`config.mk`:
```
export PLATFORM = sky130hd
export DESIGN_NAME = seg_scan_driver
export DESIGN_NICKNAME = d
export VERILOG_FILES = /design/src/rtl/seg_scan_pkg.sv /design/src/rtl/seg_scan_timer.sv /design/src/rtl/seg_scan_driver.sv
export SDC_FILE = /design/constraint.sdc
export NUM_CORES = 1
export LEC_CHECK = 0
export CAP_MARGIN = 10
export CORE_ASPECT_RATIO = 0.9
export CORE_MARGIN = 2
export CORE_UTILIZATION = 60
export CTS_CLUSTER_DIAMETER = 100
export CTS_CLUSTER_SIZE = 28
export DETAILED_ROUTE_END_ITERATION = 7
export PLACE_DENSITY_LB_ADDON = 0.25
export SLEW_MARGIN = 20
export SYNTH_ARGS = -nofsm -noshare
export SYNTH_HDL_FRONTEND = slang
export SYNTH_SLANG_ARGS = --single-unit
```
`constraint.sdc`:
```
create_clock -name clk -period 3.1 [get_ports clk]
set_input_delay 0.62 -clock clk [delete_from_list [all_inputs] [get_ports clk]]
set_output_delay 0.62 -clock clk [all_outputs]
set_load 0.005 [all_outputs]
```
`src/rtl/seg_scan_pkg.sv`:
```
// Shared constants and helpers for the multiplexed 7-segment scanner.
//
// Contents:
//   SEG_HEX[0:15]  segment patterns {dp,g..a} for hex digits 0..F (active-high)
//   SEG_OFF        all segments off
//   SEG_DASH       centre bar only
//   seg_decode()   nibble -> segment pattern
//   value_width()  bits needed to hold 0..n-1 (never less than 1)
package seg_scan_pkg;

    localparam logic [7:0] SEG_HEX [0:15] = '{
        8'h3f, 8'h06, 8'h5b, 8'h4f, 8'h66, 8'h6d, 8'h7d, 8'h07,
        8'h7f, 8'h6f, 8'h77, 8'h7c, 8'h39, 8'h5e, 8'h79, 8'h71
    };

    localparam logic [7:0] SEG_OFF  = 8'h00;
    localparam logic [7:0] SEG_DASH = 8'h40;

    function automatic logic [7:0] seg_decode(input logic [3:0] nibble);
        return SEG_HEX[nibble];
    endfunction

    function automatic int value_width(input int n);
        return (n > 1) ? $clog2(n) : 1;
    endfunction

endpackage

```
`src/rtl/seg_scan_timer.sv`:
```
// Scan timing for seg_scan_driver: slot prescaler, digit index, frame wrap,
// and the blink phase derived from a count of completed frames.
//
// Ports:
//   clk          system clock
//   rst          synchronous active-high reset
//   tick         last cycle of the current digit slot
//   idx          digit currently being scanned (0 = rightmost)
//   wrap         last cycle of the last slot of a frame
//   blink_phase  0 = blinking digits lit, 1 = blinking digits dark
//   in_blank     current cycle lies in the anti-ghosting window of the slot
module seg_scan_timer
    import seg_scan_pkg::*;
#(
    parameter int DIGITS         = 4,
    parameter int CLK_DIV_PERIOD = 125000,
    parameter int BLANK_CYCLES   = 64,
    parameter int BLINK_FRAMES   = 50,
    parameter int IDX_W          = value_width(DIGITS)
) (
    input  logic             clk,
    input  logic             rst,
    output logic             tick,
    output logic [IDX_W-1:0] idx,
    output logic             wrap,
    output logic             blink_phase,
    output logic             in_blank
);

    localparam int CNT_W = value_width(CLK_DIV_PERIOD);
    localparam int FRM_W = value_width(BLINK_FRAMES);

    localparam logic [CNT_W-1:0] CNT_LAST  = CNT_W'(CLK_DIV_PERIOD - 1);
    localparam logic [CNT_W-1:0] BLANK_END = CNT_W'(BLANK_CYCLES);
    localparam logic [IDX_W-1:0] IDX_LAST  = IDX_W'(DIGITS - 1);
    localparam logic [FRM_W-1:0] FRM_LAST  = FRM_W'(BLINK_FRAMES - 1);

    logic [CNT_W-1:0] cnt_q, cnt_d;
    logic [IDX_W-1:0] idx_q, idx_d;
    logic [FRM_W-1:0] frame_cnt_q, frame_cnt_d;
    logic             blink_phase_q, blink_phase_d;

    assign tick        = (cnt_q == CNT_LAST);
    assign wrap        = tick && (idx_q == IDX_LAST);
    assign idx         = idx_q;
    assign blink_phase = blink_phase_q;
    assign in_blank    = (cnt_q < BLANK_END);

    always_comb begin
        cnt_d         = tick ? '0 : cnt_q + 1'b1;
        idx_d         = idx_q;
        frame_cnt_d   = frame_cnt_q;
        blink_phase_d = blink_phase_q;

        if (tick) begin
            idx_d = (idx_q == IDX_LAST) ? '0 : idx_q + 1'b1;
        end

        // Blink half-period is measured in whole frames so a digit never
        // changes blink state part-way through a scan.
        if (wrap) begin
            if (frame_cnt_q == FRM_LAST) begin
                frame_cnt_d   = '0;
                blink_phase_d = ~blink_phase_q;
            end else begin
                frame_cnt_d = frame_cnt_q + 1'b1;
            end
        end
    end

    always_ff @(posedge clk) begin
        if (rst) begin
            cnt_q         <= '0;
            idx_q         <= '0;
            frame_cnt_q   <= '0;
            blink_phase_q <= 1'b0;
        end else begin
            cnt_q         <= cnt_d;
            idx_q         <= idx_d;
            frame_cnt_q   <= frame_cnt_d;
            blink_phase_q <= blink_phase_d;
        end
    end

endmodule

```
`src/rtl/seg_scan_driver.sv`:
```
// Multiplexed 7-segment scanner for DIGITS hex digits on a common-cathode
// display. Values are loaded into a shadow copy at any time and committed to
// the displayed (active) copy only at frame wrap, so a frame never tears.
//
// Optional build macro: DECIMAL_POINT_EN adds dp_in; the per-digit decimal
// point then drives digital_leds[7] whenever that digit is lit.
//
// Ports:
//   clk           system clock
//   rst           synchronous active-high reset
//   digits_in     nibble i at [4i+3:4i], digit 0 rightmost
//   show          1 = hex values, 0 = MASK_PATTERN on every digit
//   blink_mask    bit i blinks digit i
//   dp_in         (DECIMAL_POINT_EN only) per-digit decimal point
//   load          one-cycle strobe capturing the inputs above
//   disps         active-low digit enables (registered)
//   digital_leds  segments {dp,g..a}, active-high (registered)
//   frame_done    one-cycle pulse after the scan wraps to digit 0
module seg_scan_driver
    import seg_scan_pkg::*;
#(
    parameter int         DIGITS         = 4,
    parameter int         CLK_DIV_PERIOD = 125000,
    parameter int         BLANK_CYCLES   = 64,
    parameter int         BLINK_FRAMES   = 50,
    parameter logic [7:0] MASK_PATTERN   = 8'h02
) (
    input  logic                  clk,
    input  logic                  rst,
    input  logic [4*DIGITS-1:0]   digits_in,
    input  logic                  show,
    input  logic [DIGITS-1:0]     blink_mask,
`ifdef DECIMAL_POINT_EN
    input  logic [DIGITS-1:0]     dp_in,
`endif
    input  logic                  load,
    output logic [DIGITS-1:0]     disps,
    output logic [7:0]            digital_leds,
    output logic                  frame_done
);

    localparam int IDX_W = value_width(DIGITS);

    logic             tick;
    logic [IDX_W-1:0] idx;
    logic             wrap;
    logic             blink_phase;
    logic             in_blank;
    logic             commit;

    seg_scan_timer #(
        .DIGITS         (DIGITS),
        .CLK_DIV_PERIOD (CLK_DIV_PERIOD),
        .BLANK_CYCLES   (BLANK_CYCLES),
        .BLINK_FRAMES   (BLINK_FRAMES),
        .IDX_W          (IDX_W)
    ) u_timer (
        .clk         (clk),
        .rst         (rst),
        .tick        (tick),
        .idx         (idx),
        .wrap        (wrap),
        .blink_phase (blink_phase),
        .in_blank    (in_blank)
    );

    // wrap only ever occurs on a tick; qualifying with tick keeps the commit
    // pinned to a slot boundary.
    assign commit = tick && wrap;

    logic [4*DIGITS-1:0] shadow_digits_q, shadow_digits_d;
    logic                shadow_show_q,   shadow_show_d;
    logic [DIGITS-1:0]   shadow_blink_q,  shadow_blink_d;
    logic [4*DIGITS-1:0] act_digits_q,    act_digits_d;
    logic                act_show_q,      act_show_d;
    logic [DIGITS-1:0]   act_blink_q,     act_blink_d;
`ifdef DECIMAL_POINT_EN
    logic [DIGITS-1:0]   shadow_dp_q,     shadow_dp_d;
    logic [DIGITS-1:0]   act_dp_q,        act_dp_d;
`endif

    logic [DIGITS-1:0]   disps_q,      disps_d;
    logic [7:0]          leds_q,       leds_d;
    logic                frame_done_q, frame_done_d;

    // Load path: shadow_*_d already reflects a load in this cycle, so
    // committing it at wrap gives a coincident load immediate effect.
    always_comb begin
        shadow_digits_d = load ? digits_in  : shadow_digits_q;
        shadow_show_d   = load ? show       : shadow_show_q;
        shadow_blink_d  = load ? blink_mask : shadow_blink_q;
        act_digits_d    = commit ? shadow_digits_d : act_digits_q;
        act_show_d      = commit ? shadow_show_d   : act_show_q;
        act_blink_d     = commit ? shadow_blink_d  : act_blink_q;
`ifdef DECIMAL_POINT_EN
        shadow_dp_d     = load ? dp_in : shadow_dp_q;
        act_dp_d        = commit ? shadow_dp_d : act_dp_q;
`endif
    end

    // Output path: registered view of the digit selected by idx.
    always_comb begin
        logic [3:0] nibble;
        logic       dark;

        nibble       = act_digits_q[{idx, 2'b00} +: 4];
        dark         = blink_phase && act_blink_q[idx];
        disps_d      = '1;
        leds_d       = SEG_OFF;
        frame_done_d = wrap;

        if (!in_blank && !dark) begin
            disps_d[idx] = 1'b0;
            leds_d       = act_show_q ? seg_decode(nibble) : MASK_PATTERN;
`ifdef DECIMAL_POINT_EN
            leds_d[7]    = act_dp_q[idx];
`endif
        end
    end

    always_ff @(posedge clk) begin
        if (rst) begin
            shadow_digits_q <= '0;
            shadow_show_q   <= 1'b0;
            shadow_blink_q  <= '0;
            act_digits_q    <= '0;
            act_show_q      <= 1'b0;
            act_blink_q     <= '0;
`ifdef DECIMAL_POINT_EN
            shadow_dp_q     <= '0;
            act_dp_q        <= '0;
`endif
            disps_q         <= '1;
            leds_q          <= SEG_OFF;
            frame_done_q    <= 1'b0;
        end else begin
            shadow_digits_q <= shadow_digits_d;
            shadow_show_q   <= shadow_show_d;
            shadow_blink_q  <= shadow_blink_d;
            act_digits_q    <= act_digits_d;
            act_show_q      <= act_show_d;
            act_blink_q     <= act_blink_d;
`ifdef DECIMAL_POINT_EN
            shadow_dp_q     <= shadow_dp_d;
            act_dp_q        <= act_dp_d;
`endif
            disps_q         <= disps_d;
            leds_q          <= leds_d;
            frame_done_q    <= frame_done_d;
        end
    end

    assign disps        = disps_q;
    assign digital_leds = leds_q;
    assign frame_done   = frame_done_q;

endmodule

```
Yosys cells after proc, flatten, opt, wreduce, memory -nomap -nowiden --
Memories as Yosys holds them, arrays and structs flattened. Cells that the tools add are included.
Storage, ports and cells: ROM bits 128, word-level logic and storage cells 54, flip-flop bits (word level) 81, input bits 24, memories kept 1, bits in writable memories 0, latch bits 0
Memory list:
- (name not given) | words 16, width 8, read ports 1, clocked after memory_dff 0, wr ports 0, line seg_scan_pkg.sv:20 | return SEG_HEX[nibble];
Cells by class: bitwise logic cells 5, $lt $le $gt $ge 4, shifts and indexed selects 1, add/sub/neg operators 3, divide/modulo/power cells 0, mux-type cells 12, multipliers 0, reductions and logical operators 11, eq/ne operators 3
Operators with widths (count):
- 17-bit by 1-bit adder with 17-bit output, second input constant | 1
- 17-bit == test, second input constant | 1
- 17-bit by 7-bit less-than comparator with 1-bit output, second input constant | 1
- 16-bit 2-to-1 mux | 1
- 8-bit 2-to-1 mux | 2
- 16-bit by 5-bit indexed part select with 4-bit output | 1
- 6-bit by 1-bit adder with 6-bit output, second input constant | 1
- 6-bit == test, second input constant | 1
- 6-bit 2-to-1 mux | 1
- 5-bit >= comparator, second input constant | 1
- 1-bit logical AND | 5
- 4-bit NOT with 5-bit output | 1
- 2-bit 2-to-1 mux | 2
- 4-bit 2-to-1 mux | 1
- 4-bit NOT | 1
- 2-bit OR reduction | 2
- 2-bit by 3-bit less-than comparator with 1-bit output, second input constant | 1
- 1-bit 2-to-1 mux | 3
- 1-bit NOT | 3
- 3-bit OR reduction | 1
- 2-bit by 1-bit adder with 2-bit output, second input constant | 1
- 1-bit binary-select mux with 2-bit select | 1
- 1-bit demux with 2-bit select | 1
- 2-bit == test, second input constant | 1
- 3 further kinds | 4

Depth between registers and ports, before layout --
Gate-level depths: netlist of run 1.
word-level depth 7, gate-level depth with buffers 9, mapped depth without buffers 8

Hierarchy --
From an unflattened synthesis of run 1, not the netlist that was laid out.
Unflattened totals: cell total of the unflattened synthesis 378, area total of the unflattened synthesis 3588.4 µm²
By module, submodules not included:
- seg_scan_driver | cells each 228, sequential area each 1081.0 µm², area each 2273.4 µm², times used 1
- seg_scan_timer | cells each 150, sequential area each 520.5 µm², area each 1315.0 µm², times used 1

Least setup slack after synthesis of run 1 --
Ideal clock, no wire load.
path kind register to register, start point reg u_timer.idx_q[0], in the netlist u_timer.idx[0], end point reg leds_q[5], in the netlist digital_leds[5], buffers on the path 2, stages on the path, launching flop included 7, arrival 1.837 ns, required time 3.009 ns, slack 1.172 ns, setup time 0.091 ns, period minus slack after synthesis 1.928 ns, path through dfxtp_1 buf_2 mux4_2 a22o_1 or2_1 clkbuf_1 a311oi_1
On the way: longest elaborated chain between the ends 7
RTL lines:
- start: declaration | line seg_scan_timer.sv:39 | logic [IDX_W-1:0] idx_q, idx_d;
- start signal: assignment | line seg_scan_timer.sv:79 | idx_q <= idx_d;
- branches (longest 7 deep; another with memory 16 x 8 bit)
- end signal: assignment | line seg_scan_driver.sv:148 | leds_q <= leds_d;
- end: declaration | line seg_scan_driver.sv:83 | logic [7:0] leds_q, leds_d;
Several ways; the timed one is not identified. The select of a mux whose other input is x is not followed. A chain may end at the register's enable or synchronous reset.

Final worst setup path of run 1 --
start point reg u_timer.idx_q[0], in the netlist u_timer.idx[0], end point reg leds_q[3], in the netlist digital_leds[3]
Same word-level chain as after synthesis.

==> reports/results.txt, run 1 <==
Setup_tns: 0 ns
Area grow syn2layout: 16.3%
Fin crit share: 0.714
First-pass GRT wire length: 11100 um
Dominant synthesized flop cell: dfxtp_1
Crit path cell chain: mux4_2 > inv_1 > ha_1 > inv_1 > nor2_1 > a211oi_1 > a21oi_1 > nor2_1
CP max stage cell: mux4_2
Total grt overflow: 0
Leakage: 0.00158 uW
Rel. slew slack: 0.633
Area of the mapped netlist: 3480 um2
Multi-input logic area: 1750 um2
Smallest hold slack: 0.476 ns
Filler cells: 436
Type of the worst setup path: reg -> reg
Clock Tree Buf Depth: 2
Arrival time at the worst endpoint: 2.45 ns
CORE AREA: 5630 um2
Slew @ Worst Pin: 0.550 ns
Pwr Density: 476 nW/um2
Netlist cell types: 41
Synth warn: 0
RSZ-0062 raised after global routing: false
Initial DRC Count: 101
Syn nets: 415
Boundary pin count: 37
# Post-CTS Setup Buffers: 0
Initial antenna violation count: 0
Reg-to-reg setup timing slack: 0.89 ns
Clock sinks: 80
Final slew viol count: 0
Vias in the first global route: 2459
Drt wl/cell: 13.3 um
Vias: 2589
Share of layout cells above drive strength 1: 0.0735
Met1 wire length: 3170 um
Post-route minimum period: 2.21 ns
Die Span Y: 76.3 um
Max-capacitance violation count: 0
Diode count: 0
Ranking of synthesized cells by area: dfxtp_1 46%, mux2i_1 6.3%, nor2_1 5.4%
Mapped Avg Cell Area: 9.24 um2
Routed Antenna Nets: 0
Metal2 WL: 2940 um
Drt via density: 5.42
Yosys top cell area share: 0.460
Final setup viols: 0
Min-delay src: act_blink_q[2]
Total Routed Length: 6380 um
CP Launch Type: flop
FF-to-FF path depth: 8
Status: finished, final reports clean
Max Used Layer: met4
Post-DP HPWL: 4320 um
Req. time, crit path: 3.33 ns
Final Hold Viols: 0
CP peak stage delay: 0.65 ns
Metal3 WL: 228 um
Final net count: 441
Largest net degree at the start of global routing: 47
Reg2Reg Capture Point: digital_leds[3]
Sequential area share after synthesis: 0.460
Die area: 6430 um2
CTS tree: done
Chip width: 84.3 um
Number of iterations in the first detailed-routing pass: 5
Clock input transition at the sequential cells of the worst setup and hold paths: 0.08 ns
Post-Syn Instances: 377
HP Class: reg -> reg
Hold path cells: 2
FFs w/ async S/R, synth: 0
GRT Overall Usage: 0.213
Worst IR Drop VDD: 0.413 mV
Post-synth EDFFs: 0
Skew-Pair Late Insertion Delay: 0.35 ns
Hold Buf Count CTS: 0
Register bit total from synthesis: 80
Hold worst-path end: act_blink_q[2]
Fmax: 451 MHz
H-tree lvl count: 3
PostCTS Resize Cnt: 0
Leading area contributor after synthesis: dfxtp_1
Crit-path max FO: 10
Root buffer cell: clkbuf_8
RR Startpoint: u_timer.idx[0]
CTS buffer count: 9
Initial core utilization: 0.619
DRC viols: 0
FF+latch area: 1600 um2
Critical Path Sink Type: flop
Num rows: 26
Final core occ: 0.720
GPL Wtd Cong: 0.762
Skew final: 0.00679 ns
IO Port Bufs: 35
[critical path, delay by kind of cell (launching register included)]
family	cells	cell delay (ns)
AO/OA/AOI/OAI	2	0.20
flip-flops	1	0.64
multiplexers	1	0.65
adder cells (fa/ha/maj)	1	0.23
AND/OR/NAND/NOR	2	0.15
buffers and inverters	2	0.24
[cell type report]
type	count	share of cell area
flip-flops and latches	80	0.395
clock buffers	12	0.0383
clock inverters	4	0.0130
well taps	70	0.0216
inverters	9	0.00834
repair buffers	38	0.0920
multi-input cells	265	0.432
[cell families after synthesis]
logic type | after synthesis | share of synthesized area
and+or+nand+nor | 154 | 0.222
DFF | 80 | 0.460
AOI/OAI and AO/OA | 50 | 0.0812
buffers and inverters | 32 | 0.0381
muxes | 28 | 0.102
xor gates and xnor gates | 18 | 0.0453
adders and majority gates | 14 | 0.0503
other | 1 | 0.00108
[power breakdown]
group | switching (uW) | internal (uW) | total (uW)
clock network | 370 | 416 | 786
registers | 8.03 | 1050 | 1050
logic | 40.2 | 50.4 | 90.6
[per-stage QoR]
step	instances	worst slack (ns)	total power, uW	instance area (um2)
final	478	0.885	1930	4050
after global routing	478	0.727	2000	4050
after CTS	478	0.875	1940	4050
after detailed placement	462	0.874	1170	3840
after global placement	462	0.936	1170	3840
after floorplan	377	1.17	1130	3480
[worst max path at each step]
stage | start | end | cells past startpoint
after floorplan | u_timer.idx[0] | digital_leds[5] | 6
after global placement | u_timer.idx[0] | digital_leds[3] | 8
after detailed placement | u_timer.idx[0] | digital_leds[3] | 8
after CTS | u_timer.idx[0] | digital_leds[3] | 8
after global routing | u_timer.cnt_q[10] | act_digits_q[15] | 5
final | u_timer.idx[0] | digital_leds[3] | 8
[synth_stat cells (2+ instances only)]
master,number
a211oi_1,2
a21oi_1,13
a311oi_1,3
and3_1,5
and4_1,5
buf_1,3
buf_2,7
clkbuf_1,12
dfxtp_1,80
ha_1,14
inv_1,9
mux2i_1,22
mux4_2,6
nand2_1,38
nand2b_1,23
nand3_1,8
nand4_1,4
nor2_1,50
nor2b_1,2
o21ai_0,26
or2_2,3
or3_1,5
or4_1,3
xnor2_1,3
xor2_1,15
[metal layers]
metal	vias up	global-route usage
met4	0	0.0532
met3	5	0.0758
met5	-	0
met1	1212	0.282
met2	41	0.335
li1	1331	-
[placed cells by master (no fill, tap or decap), types with 2 or more instances in the layout]
cell type	count
and3_1	5
clkinvlp_4	3
or2_2	3
dfxtp_1	80
nand4_1	4
xor2_1	15
nor2_1	50
a211oi_1	2
clkbuf_8	11
nor2b_1	2
a21oi_1	13
buf_4	3
clkdlybuf4s50_1	35
nand3_1	8
a311oi_1	3
o21ai_0	26
or4_1	3
mux4_2	6
mux2i_1	22
xnor2_1	3
or3_1	5
nand2_1	38
nand2b_1	23
ha_1	14
inv_1	9
and4_1	5
[flip-flops by register name, summed over array words and instances, names as in the netlist]
register             flops
shadow_show_q            1
u_timer.frame_cnt_q      6
digital_leds             7
act_blink_q              4
shadow_digits_q         16
act_show_q               1
frame_done               1
shadow_blink_q           4
disps                    4
u_timer.idx              2
u_timer.blink_phase      1
act_digits_q            16
u_timer.cnt_q           17
Note: power is estimated with default switching activity, not from simulation.
==> inputs of run 2 (changes only) <==
Settings changed: CORE_UTILIZATION 60 to 56.
Clock period 3.1 ns to 2.1 ns, I/O delays scaled along.
==> run 2 against run 1 <==
- register-to-register slack lost 0.80 ns
- fmax up 9.8%
- combinational power is 61% higher
- highest routed layer unchanged
- critical endpoint is now u_timer.frame_cnt_q[3]
- via count increased by 0.85%
- die area rose by 6.8%
- worst setup slack lost 0.80 ns
==> reports/results.txt, run 2 (same netlist as run 1, synthesis figures left out) <==
Status: finished, final reports clean (unchanged)
Final setup margin: 0.0835 ns (was 0.885 ns)
CP delay by family, top: simple AND/OR/NAND/NOR gates (was multiplexers)
Initial core utilization: 0.573 (was 0.619)
Chip width: 87.1 um (was 84.3 um)
Pwr Density: 708 nW/um2 (was 476 nW/um2)
Final net count: 446 (was 441)
GRT Overall Usage: 0.212 (was 0.213)
Fmax: 496 MHz (was 451 MHz)
Post-DP HPWL: 4660 um (was 4320 um)
Type of the worst setup path: reg -> reg (unchanged)
CORE AREA: 6080 um2 (was 5630 um2)
Final setup viols: 0 (unchanged)
Clock sinks: 80 (unchanged)
HP Class: reg -> reg (unchanged)
CP peak stage delay: 0.57 ns (was 0.65 ns)
Crit-path max FO: 8 (was 10)
Hold Buf Count CTS: 0 (unchanged)
Smallest hold slack: 0.475 ns (was 0.476 ns)
Final Hold Viols: 0 (unchanged)
Fin crit share: 0.960 (was 0.714)
Setup_tns: 0 ns (unchanged)
Clock input transition at the sequential cells of the worst setup and hold paths: 0.07 ns (was 0.08 ns)
Number of iterations in the first detailed-routing pass: 5 (unchanged)
Num rows: 27 (was 26)
Most common cell after layout, fill and taps aside: dfxtp_1 (unchanged)
Post-route minimum period: 2.02 ns (was 2.21 ns)
DP Worst Slack: 0.0593 ns (was 0.874 ns)
Skew-Pair Late Insertion Delay: 0.35 ns (about the same)
H-tree lvl count: 3 (unchanged)
GPL Wtd Cong: 0.888 (was 0.762)
CP max stage cell: or4_4 (was mux4_2)
Drt via density: 5.39 (was 5.42)
WP buf/inv: 0 (was 2)
Drt wl/cell: 13.7 um (was 13.3 um)
Most flops, register: u_timer.cnt_q (unchanged)
Area grow syn2layout: 19.4% (was 16.3%)
Leakage: 0.00164 uW (was 0.00158 uW)
Largest net degree at the start of global routing: 43 (was 47)
Root buffer cell: clkbuf_8 (unchanged)
Total Routed Length: 6650 um (was 6380 um)
IO Port Bufs: 35 (unchanged)
Die Span Y: 78.8 um (was 76.3 um)
Diode count: 0 (unchanged)
Max reg flops: 17 (unchanged)
Vias: 2611 (was 2589)
CTS buffer count: 9 (unchanged)
Max-capacitance violation count: 0 (unchanged)
First-pass GRT wire length: 11400 um (was 11100 um)
DRC viols: 0 (unchanged)
Final slew viol count: 0 (unchanged)
Boundary pin count: 37 (unchanged)
Initial antenna violation count: 0 (unchanged)
Cell mode on critical path: or4_4
Worst IR Drop VDD: 0.570 mV (was 0.413 mV)
Die area: 6870 um2 (was 6430 um2)
Initial DRC Count: 144 (was 101)
Vias in the first global route: 2506 (was 2459)
Share of layout cells above drive strength 1: 0.0922 (was 0.0735)
CTS tree: done (unchanged)
Req. time, crit path: 2.38 ns (was 3.33 ns)
CP Launch Type: flop (unchanged)
Skew final: 0.00519 ns (was 0.00679 ns)
Routed Antenna Nets: 0 (unchanged)
Total grt overflow: 0 (unchanged)
Critical Path Sink Type: flop (unchanged)
Crit path cell chain: or4_4 > nor3_4 > nand3_4 > or4_4 > a21oi_2 (was mux4_2 > inv_1 > ha_1 > inv_1 > nor2_1 > a211oi_1 > a21oi_1 > nor2_1)
Clock Tree Buf Depth: 2 (unchanged)
Final core occ: 0.684 (was 0.720)
Commonest cells after routing, fill and taps aside: 78 x dfxtp_1, 50 x nor2_1, 38 x nand2_1, 35 x clkdlybuf4s50_1, 26 x o21ai_0 (was 80 x dfxtp_1, 50 x nor2_1, 38 x nand2_1, 35 x clkdlybuf4s50_1, 26 x o21ai_0)
Arrival time at the worst endpoint: 2.30 ns (was 2.45 ns)
Regs by FF count: u_timer.cnt_q x17, act_digits_q x16, shadow_digits_q x16 (unchanged)
[run 2: cell count changes in the layout (fill, tap and decap cells not counted), sizes merged]
cell / before / now
clkinvlp: 3 / 0
bufinv: 1 / 2
buf: 3 / 8
clkinv: 0 / 1
[run 2: layout make-up]
type	count	area, um2
fill	493	1920
inverter	9	33.8
tap	72	90.1
timing repair buffer	43	448
multi-input combinational	265	1760
clock buffer	12	155
clock inverter	3	65.1
sequential	80	1600
[run 2: metal layers]
metal  up-vias  wire length, um  track usage
li1       1331                -            -
met1      1215             3270        0.290
met2        56             2960        0.308
met3         9              321       0.0676
met4         0               93       0.0892
met5         -                0            0
[run 2: report_power, final]
part	leakage [uW]	internal (uW)	switching, uW
Clock	0.000112	726	519
Combinational	0.000872	83.2	63.0
Sequential	0.000650	1540	10.8
Total	0.00164	2350	593
[run 2: per-stage QoR]
step	instance area (um2)	total power, uW	cells
3_3_place_gp	3920	1730	469
4_1_cts	4140	2970	484
6_report	4160	2950	484
2_1_floorplan	3480	1670	377
5_1_grt	4160	3040	484
3_5_place_dp	3920	1740	469
[run 2: what timing repair did]
| action | in CTS | in global routing |
|---|---|---|
| gates resized for setup | 0 | 5 |
| setup endpoints to repair | 0 | 9 |
| buffers inserted | 0 | 0 |
[run 2: worst register-to-register path, stage by stage (launching register included)]
cell	delay, ns
dfxtp_1	0.34
or4_4	0.57
nor3_4	0.20
nand3_4	0.14
or4_4	0.54
a21oi_2	0.16
[run 2: worst paths after layout]
path | startpoint | endpoint | slack (ns) | cells past startpoint
worst max-delay path | u_timer.cnt_q[9] | u_timer.frame_cnt_q[3] | 0.08 | 5
worst min-delay path | act_show_q | digital_leds[1] | 0.48 | 1
worst max register to register | u_timer.cnt_q[9] | u_timer.frame_cnt_q[3] | 0.08 | 5
worst min register to register | act_show_q | digital_leds[1] | 0.48 | 1
==> variant (settings of run 2) <==
`BLINK_FRAMES` is set to 50 in 2 places; all go to 100.
--- a/src/rtl/seg_scan_timer.sv
+++ b/src/rtl/seg_scan_timer.sv
@@ -15,7 +15,7 @@
     parameter int DIGITS         = 4,
     parameter int CLK_DIV_PERIOD = 125000,
     parameter int BLANK_CYCLES   = 64,
-    parameter int BLINK_FRAMES   = 50,
+    parameter int BLINK_FRAMES   = 100,
     parameter int IDX_W          = value_width(DIGITS)
 ) (
     input  logic             clk,
--- a/src/rtl/seg_scan_driver.sv
+++ b/src/rtl/seg_scan_driver.sv
@@ -22,7 +22,7 @@
     parameter int         DIGITS         = 4,
     parameter int         CLK_DIV_PERIOD = 125000,
     parameter int         BLANK_CYCLES   = 64,
-    parameter int         BLINK_FRAMES   = 50,
+    parameter int         BLINK_FRAMES   = 100,
     parameter logic [7:0] MASK_PATTERN   = 8'h02
 ) (
     input  logic                  clk,
Check against the original RTL: no difference found for any inputs over 10 cycles, from zero or initial values and one cycle with rst high; that may be too few to reach the edited logic, so the function may still have changed.
==> variant against run 2 <==
- sequential share of layout area shrank 0.18 points
- routed wire length grew 0.89%
- area after synthesis grew 2.1%
- worst hold slack is essentially flat
- power shrank 3.3%
- clock skew grew 0.0062 ns
- non-clock buffer count grew 2
- combinational power grew 11%
- sequential cell count grew 1
- final area grew 1.7%
- setup slack gained 0.024 ns
==> variant: results <==
{
  "nMultiInputCombCells": 275,
  "num_vias": 2692,
  "synth_cell_type_count": 44,
  "max_freq_ghz": 0.5018,
  "nClkBuffers": 11,
  "synth-adder-area-share_pct": 4.573,
  "synth_compound_area_share_pct": 5.065,
  "clk_share_pct": 4.438,
  "grt_pass1_wl_um": 11370,
  "use_met1_pct": 26.49,
  "drive_above_1_share_pct": 9.390,
  "pwr-share-clk_pct": 38.6,
  "clkSinkCount": 81,
  "nets": 458,
  "netlist_top_cells_area": "dfxtp_1, mux2i_1, nand2_1",
  "p_int_uw": 2209,
  "path_max_fanout": 30,
  "vdd_ir_drop_max_mv": 0.4729,
  "grt_util_met3_pct": 4.860,
  "syn_inst": 387,
  "buffers_excl_clock": 45,
  "ff_latch_area_um2": 1623,
  "grt_usage_pct": 20.86,
  "status": "complete, no violations",
  "seq_power_share_pct": 55.8,
  "pre_cts_slack_ns": 0.08004,
  "gp_congestion": 0.8379,
  "place_hpwl_um": 4629,
  "route.met3.wl_um": 214,
  "syn_nets": 424,
  "nFillCells": 501,
  "cts_resized": 0,
  "synth_xor_xnor_area_share_pct": 4.678,
  "cp.arrival_ns": 2.23,
  "synth-seq-area-share_pct": 45.59,
  "synth.area.mux_share_pct": 10.80,
  "use_met2_pct": 34.55,
  "placed_cell_area_um2": 4034,
  "skew_ns": 0.01140,
  "p_leak_uw": 0.001731,
  "dr.pass1.iters": 4,
  "multi_input_area_share_pct": 42.87,
  "drt_iter0_drc": 89,
  "finalWirelength_um": 6709,
  "final-nonclk-buf-share_pct": 10.95,
  "fin_cells": 513,
  "grt_pass1_vias": 2504
}
## variant: metrics by stage
stage | total power [µW] | util, % | hold WS [ns]
after CTS | 2871 | 69.04 | 0.4765
final | 2848 | 69.16 | 0.4751
after global routing | 2957 | 69.16 | 0.5007
after floorplan | 1714 | - | 0.4302
after detailed placement | 1786 | 65.97 | 0.4595
after global placement | 1780 | 65.97 | 0.4452
## variant: final timing paths
path	from	end	depth (start not counted)
worst max-delay path	u_timer.cnt_q[9]	u_timer.frame_cnt_q[6]	5
worst max register to register	u_timer.cnt_q[9]	u_timer.frame_cnt_q[6]	5
worst min-delay path	act_digits_q[12]	act_digits_q[12]	2
worst min register to register	act_digits_q[12]	act_digits_q[12]	2
## variant: critical path, delay by kind of cell, from the launching register on
kind,cells,cell delay (ns)
flops,1,0.33
buf+inv,1,0.19
compound gates,1,0.33
simple gates,3,1.05
